==> config.mk <==
export PLATFORM = sky130hd
export DESIGN_NAME = ifetch
export DESIGN_NICKNAME = d
export VERILOG_FILES = /design/src/rtl/ifetch_pkg.sv /design/src/rtl/ifetch_queue.sv /design/src/rtl/ifetch.sv
export SDC_FILE = /design/constraint.sdc
export NUM_CORES = 1
export LEC_CHECK = 0
export CORE_MARGIN = 2
export CORE_UTILIZATION = 56
export CTS_BUF_LIST = sky130_fd_sc_hd__clkbuf_8 sky130_fd_sc_hd__clkbuf_16
export CTS_CLUSTER_SIZE = 25
export DETAILED_ROUTE_END_ITERATION = 10
export PLACE_DENSITY_LB_ADDON = 0.15
export SLEW_MARGIN = 20
export SYNTH_ARGS = -nofsm -noshare
export SYNTH_HDL_FRONTEND = slang
export SYNTH_SLANG_ARGS = --single-unit
==> constraint.sdc <==
create_clock -name clk_i -period 3.37 [get_ports clk_i]
set_input_delay 0.674 -clock clk_i [delete_from_list [all_inputs] [get_ports clk_i]]
set_output_delay 0.674 -clock clk_i [all_outputs]
set_load 0.02 [all_outputs]
==> src/rtl/ifetch_pkg.sv <==
// Shared types and defaults for the instruction fetch front end.
package ifetch_pkg;

    localparam int XLEN         = 32;
    localparam int IFETCH_DEPTH = 4;

    typedef struct packed {
        logic [XLEN-1:0] pc;
        logic [XLEN-1:0] inst;
        logic            filled;
    } fetch_entry_t;

endpackage

==> src/rtl/ifetch_queue.sv <==
// Reservation queue for in-flight fetches: entries are allocated at issue,
// filled in order as responses arrive and drained in order to decode.
module ifetch_queue
    import ifetch_pkg::*;
#(
    parameter  int DEPTH = IFETCH_DEPTH,
    localparam int PTR_W = $clog2(DEPTH),
    localparam int CNT_W = PTR_W + 1
) (
    input  logic             clk_i,
    input  logic             rst_ni,
    input  logic             flush_i,
    input  logic             alloc_i,
    input  logic [XLEN-1:0]  alloc_pc_i,
    input  logic             fill_i,
    input  logic [XLEN-1:0]  fill_data_i,
    input  logic             deq_i,
    output fetch_entry_t     head_o,
    output logic [CNT_W-1:0] count_o,
    output logic [CNT_W-1:0] pending_o
);

    localparam logic [CNT_W-1:0] DEPTH_C = CNT_W'(DEPTH);

    fetch_entry_t     entries_q [DEPTH];
    logic [PTR_W-1:0] tail_q;
    logic [PTR_W-1:0] fl_q;
    logic [PTR_W-1:0] head_q;
    logic [CNT_W-1:0] count_q;
    logic [PTR_W-1:0] ptrGap;

    // Equal fill and alloc pointers are ambiguous only when the queue is full;
    // then fl sits on head, and head's filled flag tells all-pending from none.
    assign ptrGap    = tail_q - fl_q;
    assign pending_o = (ptrGap != '0) ? {1'b0, ptrGap} :
                       ((count_q == DEPTH_C && !entries_q[head_q].filled) ? DEPTH_C : '0);

    assign head_o  = entries_q[head_q];
    assign count_o = count_q;

    always_ff @(posedge clk_i or negedge rst_ni) begin
        if (!rst_ni) begin
            for (int i = 0; i < DEPTH; i++) begin
                entries_q[i] <= '0;
            end
            tail_q  <= '0;
            fl_q    <= '0;
            head_q  <= '0;
            count_q <= '0;
        end else if (flush_i) begin
            for (int i = 0; i < DEPTH; i++) begin
                entries_q[i].filled <= 1'b0;
            end
            tail_q  <= head_q;
            fl_q    <= head_q;
            count_q <= '0;
        end else begin
            if (alloc_i) begin
                entries_q[tail_q].pc     <= alloc_pc_i;
                entries_q[tail_q].filled <= 1'b0;
                tail_q                   <= tail_q + 1'b1;
            end
            if (fill_i) begin
                entries_q[fl_q].inst   <= fill_data_i;
                entries_q[fl_q].filled <= 1'b1;
                fl_q                   <= fl_q + 1'b1;
            end
            if (deq_i) begin
                entries_q[head_q].filled <= 1'b0;
                head_q                   <= head_q + 1'b1;
            end
            count_q <= count_q + CNT_W'(alloc_i) - CNT_W'(deq_i);
        end
    end

endmodule

==> src/rtl/ifetch.sv <==
// Instruction fetch front end: issues in-order imem reads for the current PC,
// queues responses for decode, and squashes stale fetches on a redirect.
module ifetch
    import ifetch_pkg::*;
#(
    parameter  int DEPTH = IFETCH_DEPTH,
    localparam int PTR_W = $clog2(DEPTH),
    localparam int CNT_W = PTR_W + 1
) (
    input  logic            clk_i,
    input  logic            rst_ni,
    input  logic [XLEN-1:0] pc_cur_i,
    output logic            pc_hold_o,
    input  logic            flush_i,
    output logic            imem_req_valid_o,
    input  logic            imem_req_ready_i,
    output logic [XLEN-1:0] imem_req_addr_o,
    input  logic            imem_rsp_valid_i,
    input  logic [XLEN-1:0] imem_rsp_data_i,
    output logic            inst_valid_o,
    input  logic            inst_ready_i,
    output logic [XLEN-1:0] inst_data_o,
    output logic [XLEN-1:0] inst_pc_o
);

    localparam logic [CNT_W-1:0] DEPTH_C  = CNT_W'(DEPTH);
    localparam logic [CNT_W:0]   DEPTH_W  = (CNT_W + 1)'(DEPTH);

    fetch_entry_t     head;
    logic [CNT_W-1:0] count;
    logic [CNT_W-1:0] pending;
    logic [CNT_W-1:0] dropCnt_q;
    logic [CNT_W-1:0] dropCnt_d;
    logic [CNT_W:0]   credit;
    logic [CNT_W:0]   owed;
    logic             fire;
    logic             deq;
    logic             rspDrop;
    logic             rspFill;

    // Squashed fetches still hold a slot until their response comes back.
    assign credit           = {1'b0, count} + {1'b0, dropCnt_q};
    assign imem_req_valid_o = rst_ni && !flush_i && (credit < DEPTH_W);
    assign imem_req_addr_o  = pc_cur_i;
    assign fire             = imem_req_valid_o && imem_req_ready_i;
    assign pc_hold_o        = !rst_ni || (!fire && !flush_i);

    assign inst_valid_o = rst_ni && head.filled && (count != '0) && !flush_i;
    assign inst_data_o  = head.inst;
    assign inst_pc_o    = head.pc;
    assign deq          = inst_valid_o && inst_ready_i;

    assign rspDrop = imem_rsp_valid_i && (dropCnt_q != '0);
    assign rspFill = imem_rsp_valid_i && (dropCnt_q == '0) && (pending != '0) && !flush_i;

    // On a flush every unfilled entry becomes a response to throw away,
    // less the one arriving in the flush cycle itself.
    assign owed = {1'b0, dropCnt_q} + {1'b0, pending};

    always_comb begin
        dropCnt_d = dropCnt_q;
        if (flush_i) begin
            if (imem_rsp_valid_i && owed != '0) begin
                dropCnt_d = CNT_W'(owed - 1'b1);
            end else begin
                dropCnt_d = CNT_W'(owed);
            end
        end else if (rspDrop) begin
            dropCnt_d = dropCnt_q - 1'b1;
        end
    end

    always_ff @(posedge clk_i or negedge rst_ni) begin
        if (!rst_ni) begin
            dropCnt_q <= '0;
        end else begin
            dropCnt_q <= dropCnt_d;
        end
    end

    ifetch_queue #(
        .DEPTH (DEPTH)
    ) u_queue (
        .clk_i       (clk_i),
        .rst_ni      (rst_ni),
        .flush_i     (flush_i),
        .alloc_i     (fire),
        .alloc_pc_i  (pc_cur_i),
        .fill_i      (rspFill),
        .fill_data_i (imem_rsp_data_i),
        .deq_i       (deq),
        .head_o      (head),
        .count_o     (count),
        .pending_o   (pending)
    );

    rsp_has_owner: assert property (@(posedge clk_i) disable iff (!rst_ni)
        !(imem_rsp_valid_i && dropCnt_q == '0 && pending == '0));

    counts_bounded: assert property (@(posedge clk_i) disable iff (!rst_ni)
        (count <= DEPTH_C) && (dropCnt_q <= DEPTH_C));

endmodule

**Word-level counts from Yosys, hierarchy flattened**

Index checks and enable logic that the tools add are counted.

- Register bits after elaboration: 272
- Input port bits: 70
- Output and inout bits: 99

- Bitwise gates (word level): 4
- Add/subtract/negate cells: 10
- Mux-type cells: 37
- Order comparisons: 7
- Reductions and logical operators: 32
- Equal/unequal tests: 1

Operators by type and width:

| kind | number |
|---|---|
| $bwmux 260 | 5 |
| $mux 260 | 5 |
| $demux 65 s2 | 5 |
| $mux 65 | 3 |
| $bmux 65 s2 | 1 |
| $mux 33 | 1 |
| $mux 3 | 6 |
| $logic_and 1x1->1 | 17 |
| $ge 3x3->1 const B | 3 |
| $lt 3x1->1 const B | 3 |
| $not 2->3 | 3 |
| $reduce_bool 3->1 | 3 |
| $add 3x3->4 | 2 |
| $mux 2 | 4 |
| $reduce_bool 2->1 | 4 |
| $mux 1 | 7 |
| $add 2x1->2 const B | 3 |
| $sub 3x1->3 const B | 2 |
| $logic_not 1->1 | 4 |
| $lt 4x3->1 const B | 1 |
| $reduce_bool 4->1 | 1 |
| $add 3x1->3 | 1 |
| $eq 3x3->1 const B | 1 |
| $logic_not 3->1 | 1 |
| other kinds (5) | 5 |

**Logic depth before layout (Yosys ltp)**

- Depth in word-level cells: 16
- Gate-level depth with buffers: 12
- Mapped depth without buffers: 11

**Modules after synthesis**

Synthesis repeated with hierarchy kept, for this count alone.

- Cell total of the unflattened synthesis: 781
- Area total of the unflattened synthesis: 12816.0 um2

Modules (own cells, without submodules):

| module | area an instance (um2) | cells an instance | seq. area each (um2) | times used |
|---|---|---|---|---|
| ifetch_queue | 12124.1 | 697 | 6731.5 | 1 |
| ifetch | 691.9 | 84 | 75.1 | 1 |

**Worst setup path before layout**

No wires, ideal clock.

- Path kind: flip-flop to flip-flop
- From: register u_queue.tail_q[0]
- To: register dropCnt_q[1]
- Data required time: 3291 ps
- Path buffers: 0
- Cell stages (with the launch flop): 12
- Arrival: 2973 ps
- Path slack: 318 ps
- Period minus slack after synthesis: 3052 ps
- Cells stage by stage: dfrtp_1 -> inv_1 -> ha_1 -> inv_1 -> ha_1 -> fa_1 -> inv_1 -> ha_1 -> or4b_2 -> o311ai_0 -> mux2_2 -> mux2i_1

- Word-level cells in the longest chain between the ends: 8
- Elaborated cells between the ends (all ways): 9
- Those cells by class: add/sub (3); mux (3); reduce/logical (3)

RTL lines:

| element | line | text |
|---|---|---|
| start, declared | ifetch_queue.sv:26 | `logic [PTR_W-1:0] tail_q;` |
| start signal, assigned | ifetch_queue.sv:54 | `tail_q <= head_q;` |
| start signal, assigned | ifetch_queue.sv:61 | `tail_q <= tail_q + 1'b1;` |
| $sub 2x2->2 (*) | ifetch_queue.sv:34 | `assign ptrGap = tail_q - fl_q;` |
| $reduce_bool 2->1 | ifetch_queue.sv:35 | `assign pending_o = (ptrGap != '0) ? {1'b0, ptrGap} :` |
| $mux 3 (*) | ifetch_queue.sv:35 |  |
| $add 3x3->4 (*) | ifetch.sv:58 | `assign owed = {1'b0, dropCnt_q} + {1'b0, pending};` |
| branches (longest 2 deep; another with $sub 3x1->3) | -- |  |
| $mux 3 (*) | ifetch.sv:63 | `if (imem_rsp_valid_i && owed != '0) begin` |
| $mux 3 (*) | ifetch.sv:62 | `if (flush_i) begin` |
| end signal, assigned | ifetch.sv:77 | `dropCnt_q <= dropCnt_d;` |
| end, declared | ifetch.sv:32 | `logic [CNT_W-1:0] dropCnt_q;` |

Every way passes the cells marked *.
A chain may end at the register's enable or synchronous reset.

**Final worst setup path**

- From: register u_queue.head_q[0]
- To: output inst_pc_o[3]

- Word-level cells in the longest chain between the ends: 4

RTL lines:

| element | line | text |
|---|---|---|
| start, declared | ifetch_queue.sv:28 | `logic [PTR_W-1:0] head_q;` |
| start signal, assigned | ifetch_queue.sv:70 | `head_q <= head_q + 1'b1;` |
| $not 2->3 (implied by the code) | ifetch_queue.sv:38 | `assign head_o = entries_q[head_q];` |
| $bmux 65 s2 | ifetch_queue.sv:38 |  |
| $mux 65 (implied by the code) (2 in a row) | ifetch_queue.sv:38 |  |
| end, declared | ifetch.sv:23 | `output logic [XLEN-1:0] inst_pc_o` |

Every way passes these cells. The select of a mux whose other input is x is not followed.

==> results.py <==
metrics = {
    "run_status": {
        "status": "finished, final reports clean",
    },
    "worst_setup_path": {
        "setup.worst_path.end_class": "output port",
        "path_cells": "bufbuf_16 -> mux4_2 -> clkdlybuf4s50_1",
        "rr_startpoint": "u_queue.head_q[0]",
        "crit_type": "flop to output port",
        "critPathMaxStageDelay_ns": 0.56,
        "crit_buf_inv": 2,
        "crit_start": "u_queue.head_q[0]",
        "crit_slowest_cell": "clkdlybuf4s50_1",
        "cp_data_required_time_ns": 2.70,
        "worstPathArrival_ns": 2.57,
        "cp_max_fo": 34,
        "crit_family": "buffers and inverters",
        "worstSetupStartpointType": "flop",
    },
    "job": {
        "cap_violations": 0,
    },
    "finish": {
        "fillers": 1514,
        "drive_gt1_share_pct": 42.71,
        "final_area_sq_mm": 0.01585,
        "syn2layout_area_growth_pct": 21.10,
        "finalNetCount": 1021,
        "insertedDiodeCount": 0,
    },
    "die": {
        "io_pins": 169,
        "coreArea_sq_mm": 0.02278,
        "die-width_um": 156.9,
        "die_area_sq_mm": 0.02461,
        "row_count": 55,
        "start_util_pct": 57.45,
        "die_h_um": 156.9,
    },
    "yosys": {
        "syn_inst": 789,
        "seq_area_frac_synth_pct": 52.02,
        "ys_ff_latch": 272,
        "avgSynthCellArea_sq_um": 16.58,
        "synth_warnings": 0,
        "syn-num-nets": 884,
        "synth.distinct_cells": 46,
        "synthFlopType": "dfrtp_1",
        "syn_area_sq_mm": 0.01309,
        "synth_edf_count": 0,
        "async_flop_share_pct": 100.0,
    },
    "cts": {
        "cts_setup_buffers": 0,
        "cts.sink_count": 272,
        "cts_buffer_depth": 3,
        "clk_latency_ns": 0.53,
        "cts_max_level": 1,
        "cts-buffers-inserted": 29,
        "ctsRootBufferMaster": "clkbuf_16",
        "tritoncts": "yes",
        "clkTransAtPathRegs_ns": 0.06,
    },
    "routing": {
        "avgRoutedWirePerCell_um": 21.97,
        "post-route-drc-count": 0,
        "dr.pass1.iters": 4,
        "vias": 7173,
        "drt_iter0_drc": 362,
        "wirelength_um": 27660,
        "final_antenna_net_count": 0,
        "drt-vias-per-instance": 5.697,
    },
    "timing": {
        "post-route-period-util_pct": 96.41,
        "worst_clock_skew_ns": 0.01713,
        "setup_tns_ns": 0,
        "relSlewSlack_pct": 34.84,
        "drv_slew": 0,
        "fmax_ghz": 0.3078,
        "grt_setup_unrepaired": "false",
        "worst_slew_pin_slew_ns": 0.9773,
        "setup_viol": 0,
        "period_needed_ns": 3.249,
        "hold_viol_final": 0,
    },
    "global_route": {
        "grt_pass1_wl_um": 44680,
        "grt_max_degree": 190,
        "gr-total-overflow": 0,
        "antenna_found_initial": 1,
        "grtUsageTotal_pct": 23.23,
        "grt_pass1_vias": 8167,
    },
    "power": {
        "leakage_nw": 7.682,
        "p_per_area_mw_per_mm2": 767.0,
        "vdd_drop_max_uv": 479.9,
    },
    "min_path": {
        "hold_path_class": "input port to asynchronous set/reset pin",
    },
    "placement": {
        "place_congestion": 0.8025,
        "numPortBuffers": 168,
        "placed_cell_area_sq_mm": 0.01483,
        "dp_hpwl_um": 16980,
    },
}
==> power breakdown <==
part	switching, mW	internal [mW]	total [mW]
logic	1.61	2.48	4.09
registers	0.585	4.34	4.93
clock network	1.25	1.88	3.13
total	3.45	8.70	12.2
==> cells by family after synthesis <==
kind of cell | count (synthesis) | share of synthesized area (%)
compound gates | 26 | 1.731
xor+xnor | 8 | 0.6407
fa+ha+maj | 25 | 2.505
buf+inv | 94 | 4.341
flops | 272 | 52.02
mux | 327 | 37.02
simple gates | 37 | 1.740
==> path summary, 6_finish.rpt <==
kind / to / slack [ns] / depth (start not counted)
worst min register to register: flop / 0.50 / 1
max in group asynchronous: asynchronous set/reset pin / 1.66 / 3
worst max register to register: dropCnt_q[1] / 0.16 / 7
worst min-delay path: asynchronous set/reset pin / 0.39 / 2
worst max-delay path: inst_pc_o[3] / 0.12 / 3
min in group clk_i: flop / 0.50 / 1
==> synthesized netlist by cell type, types with 2 or more instances <==
| master | number | area [sq um] |
|---|---|---|
| a21bo_2 | 4 | 40.04 |
| a21oi_1 | 2 | 10.01 |
| a221oi_1 | 3 | 26.28 |
| a22oi_1 | 4 | 30.03 |
| buf_1 | 20 | 75.07 |
| buf_2 | 4 | 20.02 |
| buf_4 | 32 | 240.2 |
| buf_6 | 12 | 135.1 |
| clkbuf_1 | 10 | 37.54 |
| dfrtp_1 | 272 | 6807 |
| fa_1 | 2 | 40.04 |
| ha_1 | 23 | 287.8 |
| inv_1 | 16 | 60.06 |
| mux2_2 | 142 | 1599 |
| mux2_4 | 116 | 1742 |
| mux2i_1 | 4 | 40.04 |
| mux4_2 | 65 | 1464 |
| nand2_1 | 8 | 30.03 |
| nand2_4 | 4 | 45.04 |
| nand2b_1 | 2 | 12.51 |
| nand3_1 | 3 | 15.01 |
| nor2_1 | 5 | 18.77 |
| nor2b_1 | 2 | 12.51 |
| nor3_1 | 2 | 10.01 |
| nor3b_1 | 4 | 30.03 |
| o21ai_0 | 2 | 10.01 |
| o31ai_1 | 2 | 15.01 |
| xnor2_1 | 6 | 52.55 |
==> through the flow <==
stage / power, mW / setup WS [ns] / std cells / util [%] / hold slack (ns)
detailed placement: 9.059 / 0.04204 / 1207 / 65.09 / 0.4878
global route: 12.76 / 0.03683 / 1259 / 69.57 / 0.4838
global placement: 8.773 / 0.2122 / 1207 / 65.09 / 0.4807
floorplan: 7.520 / 0.3179 / 789 / - / 0.3784
CTS: 12.24 / 0.01273 / 1259 / 69.45 / 0.4296
finish: 12.15 / 0.1211 / 1259 / 69.57 / 0.3905
==> worst register-to-register path, delay by kind of cell, from the launching register on <==
kind,cells,cell delay (ns)
AO/OA/AOI/OAI,1,0.14
AND/OR/NAND/NOR,2,1.07
multiplexers,3,1.09
adder cells (fa/ha/maj),1,0.35
flip-flops,1,0.47
==> cell type report <==
type,instances,area (sq um),area share [%]
Clock inverter,14,118.9,0.7501
Multi-Input combinational cell,423,5733,36.18
Tap cell,313,391.6,2.471
Sequential cell,272,6814,43.00
Timing Repair Buffer,184,1893,11.95
Clock buffer,37,835.8,5.274
Inverter,16,60.06,0.3790
==> metal layers <==
| metal | global-route usage, % | wire [um] | vias to the layer above |
|---|---|---|---|
| met5 | 0 | 13 | - |
| met4 | 5.242 | 502 | 2 |
| met3 | 4.348 | 1378 | 35 |
| met2 | 40.66 | 14320 | 173 |
| met1 | 30.28 | 11450 | 3816 |
| li1 | - | - | 3147 |
==> placed cells by master (no fill, tap or decap), types with 10 or more instances in the layout <==
cell type,netlist,routed
buf_4,32,10
clkbuf_16,0,29
clkdlybuf4s50_1,0,167
dfrtp_1,272,270
ha_1,23,21
inv_1,16,20
mux2_2,142,142
mux2_4,116,116
mux4_2,65,65
==> repair_timing <==
item | 4_1_cts | 5_1_grt
gates resized for setup | 1 | 5
gates cloned | 1 | 0
endpoints found under the hold margin | 0 | 0
hold buffers | 0 | 0
endpoints found under the setup margin | 29 | 1
Power figures use the tool's default switching activity.
